### src/rtl/ps2_key_buffer.sv
// ps2_key_buffer
//   PS/2 keyboard receiver with make-code FIFO for the CPU keyboard port.
//   Synchronises the raw PS/2 pins, deframes 11-bit frames (start, 8 data
//   LSB first, odd parity, stop), filters E0/F0 prefixes and break codes,
//   and queues make codes. One entry is popped per CPU read strobe.
// Ports
//   CLK              system clock, all logic on rising edge
//   resetn           synchronous reset, active low
//   ps2_clk          raw PS/2 clock pin (asynchronous)
//   ps2_data         raw PS/2 data pin (asynchronous)
//   clean_key_buffer CPU key-read strobe; may stay high several cycles
//   pressed_key      FIFO head make code, 8'h00 when empty
//   keyboard_valid   FIFO not empty
//   overflow         sticky: a code was dropped because the FIFO was full
//   frame_error      one-cycle pulse: frame discarded (start/parity/stop/timeout)
module ps2_key_buffer #(
  parameter int unsigned FIFO_DEPTH     = 4,
  parameter int unsigned TIMEOUT_CYCLES = 12000
) (
  input  logic       CLK,
  input  logic       resetn,
  input  logic       ps2_clk,
  input  logic       ps2_data,
  input  logic       clean_key_buffer,
  output logic [7:0] pressed_key,
  output logic       keyboard_valid,
  output logic       overflow,
  output logic       frame_error
);

  localparam int unsigned PW = (FIFO_DEPTH > 1) ? $clog2(FIFO_DEPTH) : 1;
  localparam int unsigned CW = $clog2(FIFO_DEPTH + 1);
  localparam int unsigned TW = $clog2(TIMEOUT_CYCLES + 1);

  typedef enum logic [1:0] {IDLE, DATA, PARITY, STOP} rx_state_t;

  // Pin synchronisers
  logic clk_s1, clk_s2, clk_prev, data_s1, data_s2;
  logic fall, bit_in;

  always_ff @(posedge CLK) begin
    if (!resetn) begin
      clk_s1   <= 1'b1;
      clk_s2   <= 1'b1;
      clk_prev <= 1'b1;
      data_s1  <= 1'b1;
      data_s2  <= 1'b1;
    end else begin
      clk_s1   <= ps2_clk;
      clk_s2   <= clk_s1;
      clk_prev <= clk_s2;
      data_s1  <= ps2_data;
      data_s2  <= data_s1;
    end
  end

  assign fall   = clk_prev & ~clk_s2;
  assign bit_in = data_s2;

  // Receive FSM
  rx_state_t       state, state_next;
  logic [2:0]      bit_cnt;
  logic [7:0]      shift_reg;
  logic            par_bit;
  logic [TW-1:0]   to_cnt;
  logic            timeout_hit, byte_done, frame_ok, err_now;

  assign timeout_hit = (state != IDLE) && !fall && (to_cnt == TW'(TIMEOUT_CYCLES - 1));

  always_ff @(posedge CLK) begin
    if (!resetn) state <= IDLE;
    else         state <= state_next;
  end

  always_comb begin
    state_next = state;
    if (timeout_hit) begin
      state_next = IDLE;
    end else if (fall) begin
      case (state)
        IDLE:    if (!bit_in) state_next = DATA;
        DATA:    if (bit_cnt == 3'd7) state_next = PARITY;
        PARITY:  state_next = STOP;
        STOP:    state_next = IDLE;
        default: state_next = IDLE;
      endcase
    end
  end

  always_comb begin
    byte_done = (state == STOP) && fall;
    frame_ok  = byte_done && bit_in && (^{shift_reg, par_bit});
    err_now   = (byte_done && !frame_ok) || timeout_hit;
  end

  always_ff @(posedge CLK) begin
    if (!resetn) begin
      bit_cnt     <= '0;
      shift_reg   <= '0;
      par_bit     <= 1'b0;
      to_cnt      <= '0;
      frame_error <= 1'b0;
    end else begin
      frame_error <= err_now;
      if (fall || state == IDLE) to_cnt <= '0;
      else                       to_cnt <= to_cnt + TW'(1);
      if (state == IDLE) bit_cnt <= '0;
      if (fall && state == DATA) begin
        shift_reg <= {bit_in, shift_reg[7:1]};
        bit_cnt   <= bit_cnt + 3'd1;
      end
      if (fall && state == PARITY) par_bit <= bit_in;
    end
  end

  // Prefix filter: E0 only counts as a prefix when no break is pending
  logic brk, ext;
  logic is_e0, is_f0, push_req;

  assign is_e0    = (shift_reg == 8'hE0);
  assign is_f0    = (shift_reg == 8'hF0);
  assign push_req = frame_ok && !brk && !is_e0 && !is_f0;

  always_ff @(posedge CLK) begin
    if (!resetn) begin
      brk <= 1'b0;
      ext <= 1'b0;
    end else if (frame_ok) begin
      if (brk) begin
        if (!is_f0) begin
          brk <= 1'b0;
          ext <= 1'b0;
        end
      end else if (is_e0) begin
        ext <= 1'b1;
      end else if (is_f0) begin
        brk <= 1'b1;
      end else begin
        ext <= 1'b0;
      end
    end
  end

  // Key FIFO
  logic [7:0]    mem [FIFO_DEPTH];
  logic [PW-1:0] rd_ptr, wr_ptr;
  logic [CW-1:0] count;
  logic          pop_armed, pop, push_ok, full;

  assign keyboard_valid = (count != '0);
  assign full           = (count == CW'(FIFO_DEPTH));
  assign pop            = pop_armed && clean_key_buffer && keyboard_valid;
  assign push_ok        = push_req && (!full || pop);
  assign pressed_key    = keyboard_valid ? mem[rd_ptr] : 8'h00;

  always_ff @(posedge CLK) begin
    if (!resetn) begin
      for (int unsigned i = 0; i < FIFO_DEPTH; i++) mem[i] <= '0;
      rd_ptr    <= '0;
      wr_ptr    <= '0;
      count     <= '0;
      overflow  <= 1'b0;
      pop_armed <= 1'b1;
    end else begin
      // Any strobe-high cycle disarms; a low cycle rearms
      pop_armed <= !clean_key_buffer;
      if (push_req && !push_ok) overflow <= 1'b1;
      if (push_ok) begin
        mem[wr_ptr] <= shift_reg;
        wr_ptr      <= wr_ptr + PW'(1);
      end
      if (pop) rd_ptr <= rd_ptr + PW'(1);
      if (push_ok && !pop)      count <= count + CW'(1);
      else if (pop && !push_ok) count <= count - CW'(1);
    end
  end

endmodule

### config.mk
export PLATFORM = sky130hd
export DESIGN_NAME = ps2_key_buffer
export DESIGN_NICKNAME = d
export VERILOG_FILES = /design/src/rtl/ps2_key_buffer.sv
export SDC_FILE = /design/constraint.sdc
export NUM_CORES = 1
export LEC_CHECK = 0
export BUFFER_PORTS_ARGS = -buffer_cell sky130_fd_sc_hd__buf_2
export CORE_MARGIN = 2
export CORE_UTILIZATION = 55
export DETAILED_ROUTE_END_ITERATION = 8
export PLACE_DENSITY = 0.76
export SLEW_MARGIN = 20
export SYNTH_ARGS = -nofsm -noshare
export SYNTH_HDL_FRONTEND = slang
export SYNTH_SLANG_ARGS = --single-unit
### constraint.sdc
create_clock -name CLK -period 2.76 [get_ports CLK]
set_clock_uncertainty 0.1 [all_clocks]
set_input_delay 0.276 -clock CLK [delete_from_list [all_inputs] [get_ports CLK]]
set_output_delay 0.276 -clock CLK [all_outputs]
set_load 0.01 [all_outputs]
* After elaboration in Yosys (flattened, before gate mapping)
Memories as Yosys holds them, arrays and structs flattened. A register that Yosys moved wholly into a read port is not among the register bits.
Index checks and enable logic that the tools add are counted.
** Word-level totals
- Register bits after elaboration :: 44
- Bits in writable memories :: 32
- Bits of input ports :: 5
- Output and inout bits :: 11
- Word-level logic and storage cells :: 96
- Memories kept :: 1
** Memory list
- mem :: words 4, bits a word 8, rd ports 1, clocked after memory_dff 1, wr ports 4, RTL line 145 : logic [7:0] mem [FIFO_DEPTH];
** Cells by class
- $add $sub $neg :: 6
- Eq/ne operators :: 10
- Multiplexer cells :: 20
- Bitwise gates (word level) :: 3
- Reductions and logical operators :: 39
** Operators by type and width (count)
- $logic_and A1 B1 Y1 :: 17
- $eq A8 B8 Y1 const B :: 2
- $mux W8 :: 2
- $add A14 B1 Y14 const B :: 1
- $eq A14 B14 Y1 const B :: 1
- $mux W3 :: 4
- $mux W2 :: 5
- $logic_not A1 Y1 :: 9
- $reduce_xor A9 Y1 :: 1
- $mux W1 :: 8
- $pmux W2 S4 :: 1
- $reduce_or A8 Y1 :: 1
- $add A3 B1 Y3 const B :: 2
- $eq A3 B3 Y1 const B :: 2
- $reduce_bool A2 Y1 :: 3
- $add A2 B1 Y2 const B :: 2
- $eq A2 B2 Y1 const B :: 2
- $ne A2 B2 Y1 const B :: 2
- $reduce_or A2 Y1 :: 2
- $logic_or A1 B1 Y1 :: 3
- $reduce_and A3 Y1 :: 1
- $reduce_bool A3 Y1 :: 1
- $sub A3 B1 Y3 const B :: 1
- $eq A2 B1 Y1 const B :: 1
- 3 further kinds :: 4

* Longest topological paths before layout
- Depth after elaboration :: 14
- Depth in mapped cells :: 12
- Mapped depth without buffers :: 11

* Worst setup path after synthesis
OpenSTA, ideal clock, no wires.
- Path type :: register to register
- Start point :: register shift_reg[4]
- End point :: register count[2]
- Library setup time :: 0.071 ns
- Arrival :: 2.610 ns
- Path slack :: -0.021 ns
- Cell stages (with the launch flop) :: 12
- Period minus slack after synthesis :: 2.781 ns
- Cell sequence :: dfxtp_1 > xnor2_1 > xnor3_2 > mux2i_4 > nand2_4 > inv_2 > ha_1 > inv_1 > fa_1 > xor2_1 > or3_1 > a21oi_1
** Between the ends
- Word-level cells in the longest chain between the ends :: 9
** RTL lines
- start: declaration :: RTL line 63 : logic [7:0] shift_reg;
- start signal: assignment :: RTL line 109 : shift_reg <= {bit_in, shift_reg[7:1]};
- $reduce_xor A9 Y1 :: RTL line 92 : frame_ok = byte_done && bit_in && (^{shift_reg, par_bit});
- $logic_and A1 B1 Y1 :: RTL line 92
- $logic_and A1 B1 Y1 (2 in a row) :: RTL line 122 : assign push_req = frame_ok && !brk && !is_e0 && !is_f0;
- $logic_and A1 B1 Y1 * :: RTL line 122
- $logic_and A1 B1 Y1 * :: RTL line 153 : assign push_ok = push_req && (!full || pop);
- net push_ok :: RTL line 148 : logic pop_armed, pop, push_ok, full;
- $logic_not A1 Y1 :: RTL line 174 : else if (pop && !push_ok) count <= count - CW'(1);
- $logic_and A1 B1 Y1 :: RTL line 174
- $reduce_bool A2 Y1 (no source line)
- end signal: assignment :: RTL line 173 : if (push_ok && !pop) count <= count + CW'(1);
- end signal: assignment :: RTL line 174
- end: declaration :: RTL line 147 : logic [CW-1:0] count;
The timed path passes the listed nets; every way through them passes the cells marked *.
A chain may end at the register's enable or synchronous reset.

* Final worst setup path
- Start point :: register shift_reg[3]
- End point :: register count[2]
Same word-level chain as after synthesis.

==> run metrics <==
status=complete, no violations; final wirelength=about 6800 µm; clock-pin slew of the registers on the worst-case setup and hold paths=0.07 ns; max reg flops=32; most common cell in the netlist=dfxtp_1; Final Instance Area=4020 µm²; # fillers=518; Final Hold Fails=0; die height=84.3 µm; Syn Nets=339; switching pwr=0.638 mW; largest family of logic cells by synthesized area=simple AND/OR/NAND/NOR gates; dominant cell type by area after synthesis=edfxtp_1; number of synthesized flops with an enable pin=32; complex-gate fraction of the synthesized area=4.34%; Synth Area in Simple Gates=a little under a quarter; root buffer cell=clkbuf_8; drt drc=0; worst vdd ir=368 µV; most frequent cells after synthesis=dfxtp_1, nand2_1, edfxtp_1; H-tree depth=3; crit start category=flip-flop; Pre-antenna DRT Iters=4; Top FF cell, synth=dfxtp_1; Tot Pwr=approximately 2.4 mW; initial core utilization=56.5%; critical path peak fanout=4; Core Box Area=6280 µm²; total die area=7100 µm²; Final min period=2.66 ns; vias in the first global route=2369; Ys Warns=0; Slew Viols, Final=0; Worst Path Required=2.94 ns; Flop pwr share=53.1%; Nets=372; DR iter-0 viols=138; RSZ-0062 raised after global routing=no; Post-synth ARST share=0%; XOR/XNOR share of the synthesized area=6.46%; Yosys reg bits=78; switching share of power=between 20% and 30%; io pins=16; Site Rows=29; DR vias=2447; PwrDens=610 nW/µm²; Int Power=between 1.5 and 2 mW; Vias/cell=5.56; die span in x=84.3 µm; Rel. slew slack=62.5%; top cells by area, synth=edfxtp_1, dfxtp_1, mux4_2; Logic pwr share=15.9%; Avg Cell Area, Syn=10.9 µm²; Clock Power Share=31.0%; dpl hpwl=4780 µm; share of post-route cells with drive strength above 1=20.1%; GPL Wtd Cong=0.808; crit path DAT=approximately 2.8 ns; Syn-to-layout area delta=13.3%; number of CTS-inserted buffers=9; grt ovf=0; worst setup path category=reg2reg; # clock sinks=78; I/O Buffers=15; Max Clk Rate=roughly 0.38 GHz; kind of end point of the critical path=flip-flop; Synth Area in Adders=3.39%; DRT antenna net count=0; share of the synthesized area in the top cell type=27.1%; placement-stage cell area=approximately 3800 µm²; CTS tree=built; Post-Synthesis Cells=325; clk_lat worst skew=0.34 ns; Setup violations, final=0; initial antenna violation count=0; maxcap violations=0; largest net degree at the start of global routing=27; worst slew pin tran=0.558 ns; multiplexer area fraction after synthesis=7.13%; Synth Cell Area=3540 µm²; wire per inst=15.4 µm; # diodes=0; total track usage=around a fifth; clock buffer depth=2; P_leak=1.52 nW; synth unique cells=44; setup tns final=0 ns; Final period util=96.5%; first-pass GRT wire length=roughly 11000 µm; part of the Yosys area used for sequential elements=53.1%; worst min path class=in2reg
[final cells by class]
type / instances / area, µm² / area share (%)
Tap cell: 77 / 96.3 / 2.40
Inverter: 8 / 32.5 / 0.810
Multi-Input combinational cell: 225 / 1590 / 39.6
Timing Repair Buffer: 36 / 235 / 5.85
Sequential cell: 78 / 1890 / 47.0
Clock inverter: 1 / 5.00 / 0.125
Clock buffer: 15 / 166 / 4.14
[cell families after synthesis]
kind of cell | after synthesis
buffers and inverters | 22
and+or+nand+nor | 156
AOI/OAI and AO/OA | 24
adders and majority gates | 9
DFF | 78
muxes | 14
xor gates and xnor gates | 22
[cells in the final DEF, fill, tap and decap left out, types with 7 or more instances in the layout]
master / instances
nor2_1: 27
a21oi_1: 13
dfxtp_1: 42
mux4_2: 8
buf_4: 20
clkbuf_8: 11
nor3_1: 15
buf_2: 15
xor2_1: 13
ha_1: 7
and2_1: 17
nand3_1: 15
edfxtp_1: 32
and3_1: 11
nand2_1: 41
[critical path, stage by stage, from the launching register on]
cell and delay, ns:
dfxtp_4 0.36, xnor2_2 0.13, xnor3_2 0.45, mux2i_4 0.28, nand2_4 0.08, inv_4 0.07
ha_4 0.13, inv_1 0.05, fa_1 0.37, xor2_1 0.16, or3_1 0.31, a21oi_1 0.12
[timing repair]
item,in CTS,in global routing
hold buffers,1,0
hold endpoints to repair,1,0
setup endpoints to repair,0,1
setup buffers,0,3
resized for setup,0,7
[metal layers]
metal	up-vias	track usage (%)	part of all wire, %
met4	0	9.09	1.7
met3	11	4.23	3.6
met2	48	35.9	51
met5	-	0	0
li1	1213	-	-
met1	1175	25.2	44
[stage by stage]
stage | cells | worst slack [ns] | hold slack, ns | utilization, %
finish | 440 | 0.0972 | 0.0276 | 64.0
global route | 440 | 0.000256 | 0.0127 | 64.0
detailed placement | 420 | 0.0737 | 0.297 | 60.3
global placement | 420 | 0.157 | 0.294 | 60.3
floorplan | 325 | 0.0145 | 0.238 | -
CTS | 437 | 0.0470 | 0.0117 | 63.2
[final timing paths]
kind,start,end,slack (ns),cells past startpoint
worst max-delay path,shift_reg[3]$_SDFFE_PN0P_,count[2]$_SDFFE_PN0P_,0.1,11
worst min-delay path,ps2_data,data_s1$_SDFF_PN1_,0.03,2
worst max register to register,shift_reg[3]$_SDFFE_PN0P_,count[2]$_SDFFE_PN0P_,0.1,11
worst min register to register,clk_s1$_SDFF_PN1_,clk_s2$_SDFF_PN1_,0.31,1
[power by group through the flow]
stage	Clock, mW	Combinational, mW	Sequential (mW)
6_report	0.758	0.389	1.30
4_1_cts	0.780	0.389	1.31
5_1_grt	0.833	0.423	1.31
3_5_place_dp	0	0.387	1.33
3_3_place_gp	0	0.374	1.33
2_1_floorplan	0	0.279	1.30
Note: power is estimated with default switching activity, not from simulation.
